`config.mk`:
```
export PLATFORM = sky130hd
export DESIGN_NAME = vga_timing_gen
export DESIGN_NICKNAME = d
export VERILOG_FILES = /design/src/rtl/vga_timing_gen.sv
export SDC_FILE = /design/constraint.sdc
export NUM_CORES = 1
export LEC_CHECK = 0
export BUFFER_PORTS_ARGS = -buffer_cell sky130_fd_sc_hd__buf_2
export CAP_MARGIN = 20
export CORE_MARGIN = 10
export CORE_UTILIZATION = 40
export DETAILED_ROUTE_END_ITERATION = 16
export PLACE_DENSITY_LB_ADDON = 0.2
export SYNTH_ARGS = -nofsm -noshare
export SYNTH_HDL_FRONTEND = slang
export SYNTH_SLANG_ARGS = --single-unit
```
`constraint.sdc`:
```
create_clock -name clk -period 2.9 [get_ports clk]
set_input_delay 0.29 -clock clk [delete_from_list [all_inputs] [get_ports clk]]
set_output_delay 0.29 -clock clk [all_outputs]
set_load 0.05 [all_outputs]
```
`src/rtl/vga_timing_gen.sv`:
```
// 640x480@60 raster timing generator (two clocks per pixel): position counters plus registered decodes.
// Define VGA_TIMING_ALIGN_EN to delay the decodes by PIPE_DELAY cycles to match the display driver.
module vga_timing_gen #(
  parameter int H_VISIBLE   = 1280,
  parameter int H_FP        = 32,
  parameter int H_SYNC      = 192,
  parameter int H_BP        = 96,
  parameter int V_VISIBLE   = 480,
  parameter int V_FP        = 10,
  parameter int V_SYNC      = 2,
  parameter int V_BP        = 33,
  parameter bit SYNC_ACTIVE = 1'b0,
  parameter int PIPE_DELAY  = 2
) (
  input  logic        clk,
  input  logic        clear,
  output logic [10:0] XPos,
  output logic [9:0]  YPos,
  output logic        Valid,
  output logic        vga_hsync,
  output logic        vga_vsync,
  output logic        frame_start
);

  localparam int H_TOTAL = H_VISIBLE + H_FP + H_SYNC + H_BP;
  localparam int V_TOTAL = V_VISIBLE + V_FP + V_SYNC + V_BP;

  localparam logic [10:0] H_MAX      = 11'(H_TOTAL - 1);
  localparam logic [9:0]  V_MAX      = 10'(V_TOTAL - 1);
  localparam logic [10:0] H_VIS      = 11'(H_VISIBLE);
  localparam logic [10:0] H_SYNC_BEG = 11'(H_VISIBLE + H_FP);
  localparam logic [10:0] H_SYNC_END = 11'(H_VISIBLE + H_FP + H_SYNC);
  localparam logic [9:0]  V_VIS      = 10'(V_VISIBLE);
  localparam logic [9:0]  V_SYNC_BEG = 10'(V_VISIBLE + V_FP);
  localparam logic [9:0]  V_SYNC_END = 10'(V_VISIBLE + V_FP + V_SYNC);

  // Decode bundle order: {valid, hsync, vsync, frame_start}
  localparam logic [3:0] DEC_IDLE = {1'b0, ~SYNC_ACTIVE, ~SYNC_ACTIVE, 1'b0};

  logic [10:0] x_reg, x_next;
  logic [9:0]  y_reg, y_next;
  logic [3:0]  dec_reg, dec_next;
  logic        x_wrap;

  // Decodes are taken from the next counter values so the registered
  // result lines up with the registered position.
  always_comb begin
    x_wrap = (x_reg == H_MAX);
    x_next = x_wrap ? 11'd0 : x_reg + 11'd1;
    y_next = y_reg;
    if (x_wrap) begin
      y_next = (y_reg == V_MAX) ? 10'd0 : y_reg + 10'd1;
    end
    dec_next[3] = (x_next < H_VIS) && (y_next < V_VIS);
    dec_next[2] = ((x_next >= H_SYNC_BEG) && (x_next < H_SYNC_END)) ? SYNC_ACTIVE : ~SYNC_ACTIVE;
    dec_next[1] = ((y_next >= V_SYNC_BEG) && (y_next < V_SYNC_END)) ? SYNC_ACTIVE : ~SYNC_ACTIVE;
    dec_next[0] = (x_next == 11'd0) && (y_next == 10'd0);
  end

  // Reset parks the counters on the last position so the first edge lands on (0,0).
  always_ff @(posedge clk or posedge clear) begin
    if (clear) begin
      x_reg   <= H_MAX;
      y_reg   <= V_MAX;
      dec_reg <= DEC_IDLE;
    end else begin
      x_reg   <= x_next;
      y_reg   <= y_next;
      dec_reg <= dec_next;
    end
  end

  assign XPos = x_reg;
  assign YPos = y_reg;

`ifdef VGA_TIMING_ALIGN_EN
  genvar gi;
  generate
    for (gi = 0; gi < PIPE_DELAY; gi++) begin : g_stage
      logic [3:0] stage_reg;
      logic [3:0] stage_in;
      if (gi == 0) begin : g_head
        assign stage_in = dec_reg;
      end else begin : g_chain
        assign stage_in = g_stage[gi-1].stage_reg;
      end
      always_ff @(posedge clk or posedge clear) begin
        if (clear) begin
          stage_reg <= DEC_IDLE;
        end else begin
          stage_reg <= stage_in;
        end
      end
    end
  endgenerate
  assign {Valid, vga_hsync, vga_vsync, frame_start} = g_stage[PIPE_DELAY-1].stage_reg;
`else
  assign {Valid, vga_hsync, vga_vsync, frame_start} = dec_reg;
`endif

endmodule

```
==> flow_metrics.tcl <==
set metrics [dict create \
    setup_violations 0 \
    cts_inserted_buffers 3 \
    cts.sinks 25 \
    ys_top_cells_by_count "18 x nand2_1, 13 x dfstp_2, 13 x o21ai_0" \
    ys_types 44 \
    grt_util_all_layers 0.115 \
    utilization 0.483 \
    maxSlewHeadroom 0.352 \
    largest_register_ffs 11 \
    clkLatencyLatePin_ns 0.27 \
    core.rowCount 21 \
    synth.area.top_cells "dfstp_2 23%, dfrtp_1 21%, nand2_1 4.6%" \
    irDropWorstVdd_mv 0.190 \
    slowest_delay_ns 0.63 \
    portBuffers 26 \
    startpoint_type "flip-flop" \
    p_leak_uw 0.000699 \
    final.period_utilization 0.874 \
    cts.path.max_buffers 2 \
    yosys_warnings 0 \
    cts_tree "done" \
    syn_nets 158 \
    hold_buffers 0 \
    rsz0062_at_grt "no" \
    total_power_uw 570 \
    outcome "finished clean" \
    first_pass_iters 4 \
    cts_resized 0 \
    skew_ns 0.00356 \
    worst_pin_slew_ns 0.970 \
    cp.required_ns 3.08 \
    synth_top_area_frac 0.234 \
    die_h_um 80.4 \
    io-pin-count 27 \
    syn_avg_cell_area_um2 9.54 \
    antenna-diode-count 0 \
    netlist_area_um2 1460 \
    wire_per_inst_um 16.4 \
    drcViolationCount 0 \
    crit_type "flip-flop to flip-flop" \
    async_flop_share 1.00 \
    drt_iter0_drc 89 \
    core-area_um2 3440 \
    cpMaxStageDelayCell "or4_4" \
    grt_overflow_total 0 \
    yosys.cell_count.top_type "nand2_1" \
    grt_max_degree 26 \
    die_area_um2 6470 \
    syn_inst 153 \
    layout-drive-gt1-share 0.307 \
    clock-root-buffer "clkbuf_8" \
    post_cts_buffers 0 \
    crit_family "simple AND/OR/NAND/NOR gates" \
    yosysTopAreaCell "dfstp_2" \
    antenna_found_initial 0 \
    final.fill_count 340 \
    worstPathCellList "ha_1, inv_1, or4_4, nor2_4, xnor2_1, or4_1, nor4b_2" \
    end_kind "flip-flop" \
    start_util 0.424 \
    hold_path_class "input port to async pin" \
    synthToLayoutAreaGrowth_pct 13.8 \
    crit_fanout 9 \
    htree_levels 1 \
    place_area_um2 1610 \
    setup_tns_ns 0 \
    ys_ff_latch 25 \
    path_buf_inv 1 \
    wirelength_um 3630 \
    grt_pass1_wl_um 6060 \
    max_freq_mhz 394 \
    path_clk_slew_ns 0.09 \
    finalMaxSlewViolations 0 \
    grt_pass1_vias 1273 \
    die_w_um 80.4 \
    crit_arrival_ns 2.72 \
    vias_per_cell 5.59 \
    synth_edf_count 0 \
    nNetsFinal 182 \
    hold_violations 0 \
    yosysSeqAreaShare 0.440 \
    powerDensity_nw_per_um2 343 \
    place_hpwl_um 2760 \
    ys.flop_type "dfstp_2" \
    cap_violations 0 \
    ant_nets 0 \
    vias 1242 \
    place_congestion 0.846 \
    finalInstanceArea_um2 1660 \
    whs_ns 0.232 \
    min_period_ns 2.54 \
]
## kinds of logic after synthesis
family / after synthesis / synth area share
XOR/XNOR: 12 / 0.0720
AO/OA/AOI/OAI: 29 / 0.125
buffers and inverters: 16 / 0.0523
flip-flops: 25 / 0.440
adder cells (fa/ha/maj): 3 / 0.0257
AND/OR/NAND/NOR: 68 / 0.285
## power breakdown
group	total [µW]	internal, µW	switching [µW]
Sequential	349	349	0
Combinational	7.36	0.537	6.82
Clock	213	97.3	116
## stage by stage
| stage | instances | worst slack [ns] |
|---|---|---|
| 2_1_floorplan | 153 | 0.106 |
| 3_3_place_gp | 218 | 0.425 |
| 3_5_place_dp | 218 | 0.390 |
| 4_1_cts | 222 | 0.363 |
| 5_1_grt | 222 | 0.123 |
| 6_report | 222 | 0.364 |
## placed cells by master (no fill, tap or decap), types with 6 or more instances in the layout
| master | n |
|---|---|
| dfrtp_1 | 12 |
| nand3_1 | 10 |
| nor3_1 | 7 |
| inv_1 | 7 |
| buf_2 | 26 |
| o21ai_0 | 13 |
| nor2_1 | 6 |
| xor2_1 | 7 |
| nand2_1 | 18 |
| dfstp_2 | 13 |
## worst reg2reg max path, cell delays in order, from the launching register on
cell and delay (ns):
dfstp_2 0.59, ha_1 0.17, inv_1 0.09, or4_4 0.63, nor2_4 0.14, xnor2_1 0.09
or4_1 0.54, nor4b_2 0.21
## routing by layer
layer  share of wire  track usage
met5               0            0
met1            0.46        0.137
met2            0.49        0.201
met3           0.048       0.0267
met4          0.0050       0.0335
## path summary, 6_finish.rpt
path                            slack (ns)    endpoint  depth (start not counted)     from
worst max-delay path                  0.36  dec_reg[0]                          7  XPos[0]
worst min-delay path                  0.23     YPos[0]                          2    clear
worst max register to register        0.36  dec_reg[0]                          7  XPos[0]
worst min register to register        0.54     XPos[4]                          1  XPos[4]
max in group asynchronous             2.08     XPos[8]                          2    clear
min in group clk                      0.54     XPos[4]                          1  XPos[4]
## cell type report
cell class                 count  area [µm²]  share of cell area
timing repair buffer          28         145              0.0873
clock inverter                 1        7.51             0.00452
clock buffer                   3        41.3              0.0248
inverter                       7        26.3              0.0158
sequential                    25         642               0.386
multi-input combinational    112         742               0.447
tap                           46        57.6              0.0346
Note: power is estimated with default switching activity, not from simulation.
